--- config.mk ---
export PLATFORM = sky130hd
export DESIGN_NAME = game_input_conditioner_flat
export DESIGN_NICKNAME = d
export VERILOG_FILES = /design/src/rtl/game_input_conditioner_if.sv /design/src/rtl/game_input_conditioner.sv /design/src/flat_wrapper.sv
export SDC_FILE = /design/constraint.sdc
export NUM_CORES = 1
export LEC_CHECK = 0
export ABC_CLOCK_PERIOD_IN_PS = 16300
export CAP_MARGIN = 20
export CORE_ASPECT_RATIO = 0.75
export CORE_MARGIN = 3
export CORE_UTILIZATION = 60
export CTS_BUF_LIST = sky130_fd_sc_hd__clkbuf_16
export DETAILED_ROUTE_END_ITERATION = 10
export PLACE_DENSITY = 0.75
export SLEW_MARGIN = 20
export SYNTH_ARGS = -nofsm -noshare
export SYNTH_HDL_FRONTEND = slang
export SYNTH_SLANG_ARGS = --single-unit
--- constraint.sdc ---
create_clock -name clk -period 16.3 [get_ports clk]
set_input_delay 4.89 -clock clk [delete_from_list [all_inputs] [get_ports clk]]
set_output_delay 4.89 -clock clk [all_outputs]
set_load 0.01 [all_outputs]
--- src/rtl/game_input_conditioner_if.sv ---
// Button-to-command bundle between the board keys and the game controller.
// The slave side is the conditioner; the master side drives the raw keys and the gaming flag.
interface game_input_conditioner_if;
  logic [6:0] i_key_raw;
  logic       i_is_gaming;
  logic       o_right;
  logic       o_left;
  logic       o_squat;
  logic       o_defend;
  logic       o_jump;
  logic       o_attack;
  logic       o_select;
  logic [6:0] o_db_state;

  modport master (
    output i_key_raw,
    output i_is_gaming,
    input  o_right,
    input  o_left,
    input  o_squat,
    input  o_defend,
    input  o_jump,
    input  o_attack,
    input  o_select,
    input  o_db_state
  );

  modport slave (
    input  i_key_raw,
    input  i_is_gaming,
    output o_right,
    output o_left,
    output o_squat,
    output o_defend,
    output o_jump,
    output o_attack,
    output o_select,
    output o_db_state
  );
endinterface

--- src/rtl/game_input_conditioner.sv ---
// Seven-button conditioner: two-flop sync, counter debounce, edge detect, gating and attack cooldown.
// Levels for movement/guard, one-cycle pulses for jump/attack/select.
module game_input_conditioner #(
  parameter bit          ACTIVE_LOW   = 1'b1,
  parameter int unsigned DB_CYCLES    = 500000,
  parameter int unsigned CNT_W        = 20,
  parameter int unsigned ATK_COOLDOWN = 2500000,
  parameter int unsigned CD_W         = 22
) (
  input logic                  clk,
  input logic                  rst,
  game_input_conditioner_if.slave bus
);

  localparam int NB       = 7;
  localparam int K_RIGHT  = 0;
  localparam int K_LEFT   = 1;
  localparam int K_JUMP   = 2;
  localparam int K_SQUAT  = 3;
  localparam int K_ATTACK = 4;
  localparam int K_DEFEND = 5;
  localparam int K_SELECT = 6;

  localparam logic [CNT_W-1:0] DB_LAST = CNT_W'(DB_CYCLES - 1);
  localparam logic [CD_W-1:0]  CD_LOAD = CD_W'(ATK_COOLDOWN);

  logic [NB-1:0]    pressed;
  logic [NB-1:0]    s1;
  logic [NB-1:0]    s2;
  logic [NB-1:0]    db;
  logic [NB-1:0]    dp;
  logic [NB-1:0]    rise;
  logic [CNT_W-1:0] cnt [NB];
  logic [CD_W-1:0]  cd;
  logic             gaming;
  logic             attack_fire;

  // Polarity is normalised ahead of the synchroniser so every later stage sees 1 = pressed.
  assign pressed = ACTIVE_LOW ? ~bus.i_key_raw : bus.i_key_raw;
  assign gaming  = bus.i_is_gaming;

  always_ff @(posedge clk or posedge rst) begin
    if (rst) begin
      s1 <= '0;
      s2 <= '0;
    end else begin
      s1 <= pressed;
      s2 <= s1;
    end
  end

  // A new level is accepted only after DB_CYCLES consecutive disagreeing samples;
  // any sample matching the current state restarts the count.
  always_ff @(posedge clk or posedge rst) begin
    if (rst) begin
      db <= '0;
      for (int i = 0; i < NB; i++) begin
        cnt[i] <= '0;
      end
    end else begin
      for (int i = 0; i < NB; i++) begin
        if (s2[i] == db[i]) begin
          cnt[i] <= '0;
        end else if (cnt[i] == DB_LAST) begin
          db[i]  <= s2[i];
          cnt[i] <= '0;
        end else begin
          cnt[i] <= cnt[i] + CNT_W'(1);
        end
      end
    end
  end

  always_ff @(posedge clk or posedge rst) begin
    if (rst) begin
      dp <= '0;
    end else begin
      dp <= db;
    end
  end

  assign rise        = db & ~dp;
  assign attack_fire = rise[K_ATTACK] & gaming & (cd == '0);

  // Leaving play clears the cooldown so the first attack after re-entry is never swallowed.
  always_ff @(posedge clk or posedge rst) begin
    if (rst) begin
      cd <= '0;
    end else if (!gaming) begin
      cd <= '0;
    end else if (attack_fire) begin
      cd <= CD_LOAD;
    end else if (cd != '0) begin
      cd <= cd - CD_W'(1);
    end
  end

  always_ff @(posedge clk or posedge rst) begin
    if (rst) begin
      bus.o_right  <= 1'b0;
      bus.o_left   <= 1'b0;
      bus.o_squat  <= 1'b0;
      bus.o_defend <= 1'b0;
      bus.o_jump   <= 1'b0;
      bus.o_attack <= 1'b0;
      bus.o_select <= 1'b0;
    end else begin
      bus.o_right  <= db[K_RIGHT] & ~db[K_LEFT] & gaming;
      bus.o_left   <= db[K_LEFT] & ~db[K_RIGHT] & gaming;
      bus.o_squat  <= db[K_SQUAT] & gaming;
      bus.o_defend <= db[K_DEFEND] & gaming;
      bus.o_jump   <= rise[K_JUMP] & gaming;
      bus.o_attack <= attack_fire;
      bus.o_select <= rise[K_SELECT];
    end
  end

  assign bus.o_db_state = db;

endmodule

--- src/flat_wrapper.sv ---
// flat-port wrapper written by rule: the top's interface ports become plain ports
module game_input_conditioner_flat 
#(
  parameter bit          ACTIVE_LOW   = 1'b1,
  parameter int unsigned DB_CYCLES    = 500000,
  parameter int unsigned CNT_W        = 20,
  parameter int unsigned ATK_COOLDOWN = 2500000,
  parameter int unsigned CD_W         = 22
)
  (clk, rst, bus_i_key_raw, bus_i_is_gaming, bus_o_right, bus_o_left, bus_o_squat, bus_o_defend, bus_o_jump, bus_o_attack, bus_o_select, bus_o_db_state);
  game_input_conditioner_if bus_i ();
  input logic clk;
  input logic rst;
  input wire logic [$bits(bus_i.i_key_raw)-1:0] bus_i_key_raw;
  input wire logic [$bits(bus_i.i_is_gaming)-1:0] bus_i_is_gaming;
  output wire logic [$bits(bus_i.o_right)-1:0] bus_o_right;
  output wire logic [$bits(bus_i.o_left)-1:0] bus_o_left;
  output wire logic [$bits(bus_i.o_squat)-1:0] bus_o_squat;
  output wire logic [$bits(bus_i.o_defend)-1:0] bus_o_defend;
  output wire logic [$bits(bus_i.o_jump)-1:0] bus_o_jump;
  output wire logic [$bits(bus_i.o_attack)-1:0] bus_o_attack;
  output wire logic [$bits(bus_i.o_select)-1:0] bus_o_select;
  output wire logic [$bits(bus_i.o_db_state)-1:0] bus_o_db_state;
  assign bus_i.i_key_raw = bus_i_key_raw;
  assign bus_i.i_is_gaming = bus_i_is_gaming;
  assign bus_o_right = bus_i.o_right;
  assign bus_o_left = bus_i.o_left;
  assign bus_o_squat = bus_i.o_squat;
  assign bus_o_defend = bus_i.o_defend;
  assign bus_o_jump = bus_i.o_jump;
  assign bus_o_attack = bus_i.o_attack;
  assign bus_o_select = bus_i.o_select;
  assign bus_o_db_state = bus_i.o_db_state;
  game_input_conditioner #(.ACTIVE_LOW(ACTIVE_LOW), .DB_CYCLES(DB_CYCLES), .CNT_W(CNT_W), .ATK_COOLDOWN(ATK_COOLDOWN), .CD_W(CD_W)) u_core (.clk(clk), .rst(rst), .bus(bus_i));
endmodule
==> impl_metrics.json <==
{
  "instances_no_fill": 1160,
  "async_flop_share": 1.000,
  "antenna_found_initial": 0,
  "hp-class": "reg -> reg",
  "drc": 0,
  "synth-simple-area-share": 0.2564,
  "die_area_sq_mm": 0.01680,
  "cts_resized": 0,
  "cts_hold_buffers": 0,
  "ant_nets": 0,
  "ys_warn_count": 0,
  "dieWidth_um": 148.7,
  "synth.avg_cell_area_sq_um": 9.936,
  "fin_crit_sh": 0.3963,
  "finalClockSkew_ps": 6.061,
  "ys.flop_type": "dfrtp_1",
  "synth.net_count": 940,
  "cts_buffers": 17,
  "wire_per_inst_um": 16.13,
  "vias": 6993,
  "cp_max_fo": 123,
  "multi_input_area_sq_mm": 0.004128,
  "critical-path-top-delay-family": "buffers and inverters",
  "finalWeightedCongestion": 0.8492,
  "io_pins": 24,
  "vias_per_cell": 6.028,
  "place.detailed.hpwl_um": 12740,
  "drive_above_1_share": 0.06458,
  "drt_iter0_drc": 707,
  "pwr_density_cell_mw_per_mm2": 111.6,
  "ys_ff_latch": 193,
  "start_kind": "primary input",
  "ys_seq_area_frac": 0.5272,
  "nets": 965,
  "setup_viol": 0,
  "synth_area_sq_mm": 0.009161,
  "finalMaxSlewViolations": 0,
  "dpl.cell_count": 1128,
  "endpoint_kind": "async pin",
  "synth_edf_count": 0,
  "worst_slew_pin_slew_ps": 871.5,
  "synth_top_family_by_area": "simple AND/OR/NAND/NOR gates",
  "max-vdd-ir-drop_uv": 70.10,
  "cts_root_buf": "clkbuf_16",
  "areaGrowthSynthToFinish_pct": 11.24,
  "fmax_ghz": 0.1548,
  "clockBufferDepth": 2,
  "status": "complete, no violations",
  "finish.utilization": 0.6937,
  "clock-sinks": 193,
  "relSlewSlack": 0.4127,
  "nFillCells": 1074,
  "synth-adder-area-share": 0.01093,
  "dieHeight_um": 113.0,
  "synth-xor-area-share": 0.09465,
  "hold_viol": 0,
  "globalRouteOverflowTotal": 0,
  "clk_pin_slew_ps": 70,
  "holdWs_ps": 354.1,
  "post_cts_buffers": 0,
  "synth-compound-area-share": 0.07839,
  "cp.arrival_ps": 6900,
  "clkLatencyLatePin_ps": 430,
  "antenna_cells": 0,
  "maxCapViolations": 0,
  "synth.top_cell.area_share": 0.5272,
  "postSynthCellCount": 922,
  "yosysUniqueCellTypes": 46,
  "io_buffer_count": 23,
  "cp_slowest_cell": "buf_4",
  "critical_path_class": "in -> async",
  "grt_pass1_vias": 6896,
  "synth_top_area_cell": "dfrtp_1",
  "cp.required_ps": 16740,
  "p_leak_nw": 4.077,
  "grt_max_degree": 124,
  "rows": 38,
  "wirelength_um": 18720,
  "worst_path_largest_cell_delay_ps": 820,
  "grtUsageTotal": 0.2392,
  "initial_core_util": 0.6236,
  "muxShareOfSynthArea": 0.008604,
  "grt_pass1_wl_um": 33110,
  "firstDrtPassIters": 5,
  "cts_tree": "built",
  "tns_ps": 0,
  "path_cells": "clkdlybuf4s50_1 > inv_8 > buf_4",
  "ys_top_cells_by_area": "dfrtp_1, xnor2_1, nor2_1",
  "cts-htree-levels": 4,
  "min_period_ps": 6459,
  "core-area_sq_mm": 0.01469,
  "critPathBufInv": 3,
  "seq_area_sq_mm": 0.004830,
  "rsz0062_at_grt": "false"
}
cells by family (layout without fill, tap and decap cells):
group / after synthesis / in the layout
multiplexers: 7 / 7
buffers and inverters: 56 / 94
AND/OR/NAND/NOR: 438 / 438
adder cells (fa/ha/maj): 8 / 8
AO/OA/AOI/OAI: 121 / 121
XOR/XNOR: 99 / 99
flip-flops: 193 / 193
stage by stage:
stage / instance area, sq um / setup slack (ps) / power (mW)
global placement: 9622 / 9360 / 0.7314
finish: 10190 / 9841 / 1.137
CTS: 10190 / 9756 / 1.148
global route: 10190 / 9523 / 1.198
floorplan: 9161 / 6154 / 0.6909
detailed placement: 9622 / 9290 / 0.7398
layout make-up:
type,instances,area share
clock buffers,17,0.04174
well taps,200,0.02455
repair buffers,31,0.02848
clock inverters,15,0.01412
inverters,31,0.01215
flip-flops and latches,193,0.4739
multi-input cells,673,0.4050
registers in the layout, summed over array words and instances, names as in the netlist:
name	flops
u_core.bus.o_attack	1
u_core.bus.o_jump	1
u_core.bus.o_squat	1
u_core.bus.o_right	1
u_core.s1	7
u_core.bus.o_db_state	7
u_core.bus.o_left	1
u_core.cnt	140
u_core.dp	3
u_core.bus.o_defend	1
u_core.cd	22
u_core.s2	7
u_core.bus.o_select	1
layout by cell type (no fill, tap or decap), types with 2 or more instances in the layout:
cell	count
nand4b_1	4
a21boi_0	4
bufinv_16	2
clkdlybuf4s50_1	23
nand3_1	43
or3b_2	2
nor4_1	38
nor4bb_1	2
dfrtp_1	193
nand4_1	42
a21oi_1	49
a31oi_1	2
clkinv_2	4
inv_1	31
o41ai_1	2
inv_6	2
o31ai_1	20
and2_1	10
o31ai_2	4
nor2b_1	5
o21ai_0	31
and3_1	7
clkinvlp_4	4
nand3b_1	2
and4_1	9
buf_4	8
nor2_1	116
or2_2	6
ha_1	8
mux2_2	7
nor4b_1	4
xor2_1	40
xnor2_1	59
o21ai_1	3
clkbuf_16	17
or4_1	31
or3_1	39
nor3_1	21
nand2_1	52
where the power goes:
part | total, mW | internal [mW] | switching (mW)
combinational | 0.194 | 0.0699 | 0.124
sequential | 0.539 | 0.507 | 0.0317
clock | 0.404 | 0.225 | 0.180
cell usage after synthesis, types with 3 or more instances:
cell and n:
nand4b_1 4, xor2_1 40, or4_1 31, and3_1 7, clkbuf_1 23, o21ai_1 3, dfrtp_1 193, xnor2_1 59
nor3_1 21, o31ai_1 23, or2_2 6, a21oi_1 49, nor2_1 116, nand3_1 43, and4_1 9, nor4_1 38
and2_1 10, inv_1 31, nor2b_1 5, a21boi_0 4, mux2_2 7, nor4b_1 4, nand4_1 42, or3_1 39
nand2_1 52, ha_1 8, o21ai_0 31
final timing paths:
check / start / end / slack, ps / cells after the start
min in group asynchronous: rst / u_core.cnt[119] / 5040 / 2
max in group clk: u_core.bus.o_db_state[4] / bus_o_db_state[4] / 9950 / 1
worst min-delay path: u_core.s1[4] / u_core.s2[4] / 350 / 0
worst max register to register: u_core.cd[0] / u_core.cd[10] / 13650 / 6
worst max-delay path: rst / u_core.cnt[100] / 9840 / 3
worst min register to register: u_core.s1[4] / u_core.s2[4] / 350 / 0
layer usage:
metal	wire, um	global-route usage	vias up
met3	791	0.05204	15
li1	-	-	3377
met5	0	0	-
met2	8735	0.3723	160
met1	8993	0.3488	3441
met4	196	0.05662	0
Note: power is estimated with default switching activity, not from simulation.
==> variant 1 (same flow settings) <==
`ACTIVE_LOW` is set to 1'b1 in 2 places; all go to 1'b0.
--- a/src/rtl/game_input_conditioner.sv
+++ b/src/rtl/game_input_conditioner.sv
@@ -1,7 +1,7 @@
 // Seven-button conditioner: two-flop sync, counter debounce, edge detect, gating and attack cooldown.
 // Levels for movement/guard, one-cycle pulses for jump/attack/select.
 module game_input_conditioner #(
-  parameter bit          ACTIVE_LOW   = 1'b1,
+  parameter bit          ACTIVE_LOW   = 1'b0,
   parameter int unsigned DB_CYCLES    = 500000,
   parameter int unsigned CNT_W        = 20,
   parameter int unsigned ATK_COOLDOWN = 2500000,
--- a/src/flat_wrapper.sv
+++ b/src/flat_wrapper.sv
@@ -1,7 +1,7 @@
 // flat-port wrapper written by rule: the top's interface ports become plain ports
 module game_input_conditioner_flat 
 #(
-  parameter bit          ACTIVE_LOW   = 1'b1,
+  parameter bit          ACTIVE_LOW   = 1'b0,
   parameter int unsigned DB_CYCLES    = 500000,
   parameter int unsigned CNT_W        = 20,
   parameter int unsigned ATK_COOLDOWN = 2500000,
Behaviour: no difference found for any inputs over 10 cycles, from zero or initial values and one cycle with rst high; that may be too few to reach the edited logic, so the function may still have changed.
==> variant 1 against the unedited design <==
Power down 8.3%; synthesized cell count down 6.4%; highest routed layer unchanged; fmax down 1.9%; non-clock buffer count down 7; routed wire length down 13%; via count down 13%; design area down 4.2%; area after synthesis down 4.1%; combinational power down 36%; worst setup slack worse by 120 ps; critical path depth up 3; sequential cell count unchanged; largest cell class unchanged.
==> variant 1: results (changes against the unedited design) <==
* Run status: completed
* P_seq at 0.517 mW (-4.1%)
* Total Wirelength at 16.3 mm (-13%)
* Tightest slew margin relative to the limit at 38.4% (-2.9 points)
* Pre-Repair DR Iteration Count at 4 (-1)
* Syn. warnings at 0 (unchanged)
* Largest net degree at the start of global routing at 141 (+14%)
* Top cells by area, synth: sky130_fd_sc_hd__dfrtp_1 55%, sky130_fd_sc_hd__nor2_1 7.5%, sky130_fd_sc_hd__xor2_1 7.4%
* Highest ir drop seen on vdd at 0.0753 mV (+7.4%)
* Buffers inserted during post-CTS setup optimization at 0 (unchanged)
* Skew-Pair Late Insertion Delay at 430 ps (about the same)
* Via count of the first global-routing pass at 6238 (-9.5%)
* DRC marker count from the first detailed-route iteration at 348 (-51%)
* Overall Global Routing Usage at 21.4% (-2.5 points)
* Num CTS Buffers at 17 (unchanged)
* Net count of the mapped netlist at 881 (-6.3%)
* Cts hold-fix bufs at 0 (unchanged)
* Half-perimeter wire length after placement at 10.8 mm (-16%)
* Count of distinct cell types in the synthesized netlist at 47 (+2.2%)
* Final layout net count at 906 (-6.1%)
* Critical Path Fanout Max at 13 (-89%)
* Total power divided by cell area at 107 mW/mm2 (-4.3%)
* Switching power summed over all nets at 0.273 mW (-19%)
* Post-route clock skew at 13.3 ps (+7.22 ps)
* Worst setup slack after placement at 9270 ps (-17.1 ps)
* Post-DP Area at 0.00920 mm2 (-4.4%)
* Wire length of the first global-routing pass at 28.6 mm (-14%)
* RD Place Congestion at 0.791 (-6.9%)
* Sequential area share after synthesis at 55.0% (+2.3 points)
* Filler Cell Count at 1054 (-1.9%)
* Arrival time of data at the critical path endpoint at 6940 ps (+40 ps)
* Final Instance Count excl. Fillers at 1096 (-5.5%)
* Post-synthesis average cell area at 10.2 um2 (+2.4%)
* Leakage component of the power at 4.19 nW (+2.7%)
* PostCTS Resize Cnt at 0 (unchanged)
* Vias per std cell at 5.56 (-7.7%)
* Share of final-layout standard cells stronger than drive strength 1 at 6.22% (-0.24 points)
* CTS H-tree depth at 4 (unchanged)
* Combinational Power Share at 11.9% (-5.2 points)
* Share of flip-flops with an asynchronous set or reset after synthesis at 100% (unchanged)
* Commonest cells in the synthesized netlist: 193 x sky130_fd_sc_hd__dfrtp_1, 175 x sky130_fd_sc_hd__nor2_1, 74 x sky130_fd_sc_hd__xor2_1
-- variant 1: metal layers --
layer | wire length, um | part of all wire [%] | track usage (%)
met5 | 0 | 0 | 0
met4 | 110 | 0.68 | 8.60
met3 | 435 | 2.7 | 3.76
met2 | 7760 | 48 | 34.3
met1 | 7980 | 49 | 29.2
-- variant 1: cell families after synthesis --
family	after synthesis	synth area share, %
fa+ha+maj	8	1.14
compound gates	28	1.94
flops	193	55.0
buf+inv	39	1.81
simple gates	445	25.0
xor+xnor	142	14.2
mux	8	1.01
-- variant 1: worst paths after layout --
check	from	end	slack, ps	cells past startpoint
worst max-delay path	bus_i_is_gaming	u_core.cd[13]	9720	6
worst min-delay path	u_core.s1[2]	u_core.s2[2]	350	0
worst max register to register	u_core.cd[4]	u_core.cd[7]	13770	5
worst min register to register	u_core.s1[2]	u_core.s2[2]	350	0
max in group asynchronous	rst	u_core.cnt[36]	9970	3
min in group asynchronous	rst	u_core.s1[6]	5070	2
-- variant 1: worst max-delay path: stages --
cell                              delay, ps
sky130_fd_sc_hd__clkdlybuf4s50_1        940
sky130_fd_sc_hd__nand4_1                270
sky130_fd_sc_hd__or4_4                  580
sky130_fd_sc_hd__clkinv_2                80
sky130_fd_sc_hd__a21oi_2                 40
sky130_fd_sc_hd__a21oi_1                140
-- variant 1: final cells by class --
class                           instances  area [um2]  share of cell area, %
Sequential cell                       193        4830                   49.5
Multi-Input combinational cell        631        3800                   38.9
Clock buffer                           17         425                   4.36
Tap cell                              195         244                   2.50
Timing Repair Buffer                   24         238                   2.43
Clock inverter                         15         144                   1.47
Inverter                               21        87.6                  0.897
==> variant 2 (same settings) <==
Made on the original files. Reset style: synchronous (`rst`), changed in 5 clocked blocks.
--- a/src/rtl/game_input_conditioner.sv
+++ b/src/rtl/game_input_conditioner.sv
@@ -39,7 +39,7 @@
   assign pressed = ACTIVE_LOW ? ~bus.i_key_raw : bus.i_key_raw;
   assign gaming  = bus.i_is_gaming;
 
-  always_ff @(posedge clk or posedge rst) begin
+  always_ff @(posedge clk) begin
     if (rst) begin
       s1 <= '0;
       s2 <= '0;
@@ -51,7 +51,7 @@
 
   // A new level is accepted only after DB_CYCLES consecutive disagreeing samples;
   // any sample matching the current state restarts the count.
-  always_ff @(posedge clk or posedge rst) begin
+  always_ff @(posedge clk) begin
     if (rst) begin
       db <= '0;
       for (int i = 0; i < NB; i++) begin
@@ -71,7 +71,7 @@
     end
   end
 
-  always_ff @(posedge clk or posedge rst) begin
+  always_ff @(posedge clk) begin
     if (rst) begin
       dp <= '0;
     end else begin
@@ -83,7 +83,7 @@
   assign attack_fire = rise[K_ATTACK] & gaming & (cd == '0);
 
   // Leaving play clears the cooldown so the first attack after re-entry is never swallowed.
-  always_ff @(posedge clk or posedge rst) begin
+  always_ff @(posedge clk) begin
     if (rst) begin
       cd <= '0;
     end else if (!gaming) begin
@@ -95,7 +95,7 @@
     end
   end
 
-  always_ff @(posedge clk or posedge rst) begin
+  always_ff @(posedge clk) begin
     if (rst) begin
       bus.o_right  <= 1'b0;
       bus.o_left   <= 1'b0;
Function: same outputs for any inputs over 4 cycles, from zero or initial values and one cycle with rst high; that may be too few to reach the edited logic, so the function may still have changed.
==> variant 2 against the unedited design <==
Sequential cell count is the same; design area grew 13%; worst setup slack gained 41 ps; clock skew is essentially flat; hold slack gained 37 ps; first-iteration DRC count shrank 24%; area after synthesis grew 9.5%; sequential share of layout area shrank 1.7 points; die area grew 9.1%; routed wire length shrank 1.9%; critical path type is now in2reg; highest routed layer unchanged.
Power is not compared: it rests on default switching activity, and its combinational part moved more than twofold at a synthesized area within 25%.
==> variant 2: results (changes against the unedited design) <==
* DRC marker count from the first detailed-route iteration at 540 (-24%)
* Sequential area share after synthesis at 52.5% (-0.25 points)
* Pre-Repair DR Iteration Count at 7 (+2)
* Share of flip-flops with an asynchronous set or reset after synthesis at 0% (-100 points)
* Run status: completed
* Area of the multi-input gates at 0.00503 mm2 (+22%)
* Cell count after placement at 1324 (+17%)
* Via count of the first global-routing pass at 6826 (-1.0%)
* Cell family with most CP delay: simple AND/OR/NAND/NOR gates
* Final layout net count at 1151 (+19%)
* Layout buffer count excluding clock buffers at 29 (-6.5%)
* Commonest cells in the synthesized netlist: 140 x sky130_fd_sc_hd__edfxtp_1, 121 x sky130_fd_sc_hd__nor2_1, 65 x sky130_fd_sc_hd__a21oi_1
* Area used by sequential logic in the layout at 0.00527 mm2 (+9.0%)
* Vias per std cell at 5.56 (-7.8%)
* Routing usage on met3 at 3.79% (-1.4 points)
* Non-clock buffering overhead at 2.39% (-0.46 points)
* Largest stage delay, worst path at 720 ps (-100 ps)
* Capture point of the worst reg-to-reg path: u_core.cnt[4][7]
* Hold path depth at 1 (+1)
* Share of final-layout standard cells stronger than drive strength 1 at 5.06% (-1.4 points)
* Met1 track demand over resource at 30.5% (-4.3 points)
* Worst-case hold path end point: u_core.bus.o_select
* Count of multi-input combinational gates at 866 (+29%)
* Detailed-route wire length per cell at 13.5 um (-16%)
* Area fraction of clock buffers and clock inverters at 5.16% (-0.43 points)
* DR WL met2 at 8.30 mm (-5.0%)
* Post-route clock skew at 6.55 ps (+0.491 ps)
* Min Hold Slack at 391 ps (+37.0 ps)
* Number of cells produced by synthesis at 982 (+6.5%)
* Tightest slew margin relative to the limit at 35.6% (-5.7 points)
* Wire length of the first global-routing pass at 31.8 mm (-4.1%)
* Wire length the detailed router placed on met1 at 9.17 mm (+1.9%)
* Count of cells along the worst register-to-register path at 5 (-1)
* RD Place Congestion at 0.823 (-3.1%)
* Number of flops mapped to enable cells by yosys at 140 (+140)
* Clock buf count at 21 (+4)
* Logic inverters at 26 (-16%)
* Half-perimeter wire length after placement at 12.7 mm (-0.35%)
* Fraction of the mapped netlist area in adder cells at 0.998% (-0.095 points)
* Largest net degree at the start of global routing at 38 (-69%)
* Top cells by area, synth: sky130_fd_sc_hd__edfxtp_1 42%, sky130_fd_sc_hd__dfxtp_1 11%, sky130_fd_sc_hd__xor2_1 5.6%
* Multiplexer area fraction after synthesis at 0.399% (-0.46 points)
## variant 2: cell count changes after synthesis, sizes merged, moves of 24 or more
cell and change:
dfrtp -193, edfxtp +140, dfxtp +53, xnor2 -35, nor4 -25, xor2 +24
## variant 2: stage by stage
stage               util, %  cell area, um2  setup WS (ps)
detailed placement     67.4           10900           9430
CTS                    71.1           11500           9880
finish                 71.1           11500           9880
floorplan                 -           10600          10130
global route           71.1           11500           9690
global placement       67.4           10900           9470
## variant 2: cell families after synthesis
family | Yosys count
muxes | 4
AOI/OAI and AO/OA | 158
other | 1
DFF | 193
adders and majority gates | 8
buffers and inverters | 62
xor gates and xnor gates | 88
and+or+nand+nor | 468
## variant 2: worst reg2reg max path, stage by stage (launching register included)
cell,delay (ps)
sky130_fd_sc_hd__edfxtp_1,540
sky130_fd_sc_hd__or4b_2,690
sky130_fd_sc_hd__or4b_1,570
sky130_fd_sc_hd__o21ai_1,150
sky130_fd_sc_hd__buf_4,260
sky130_fd_sc_hd__nor2_1,90
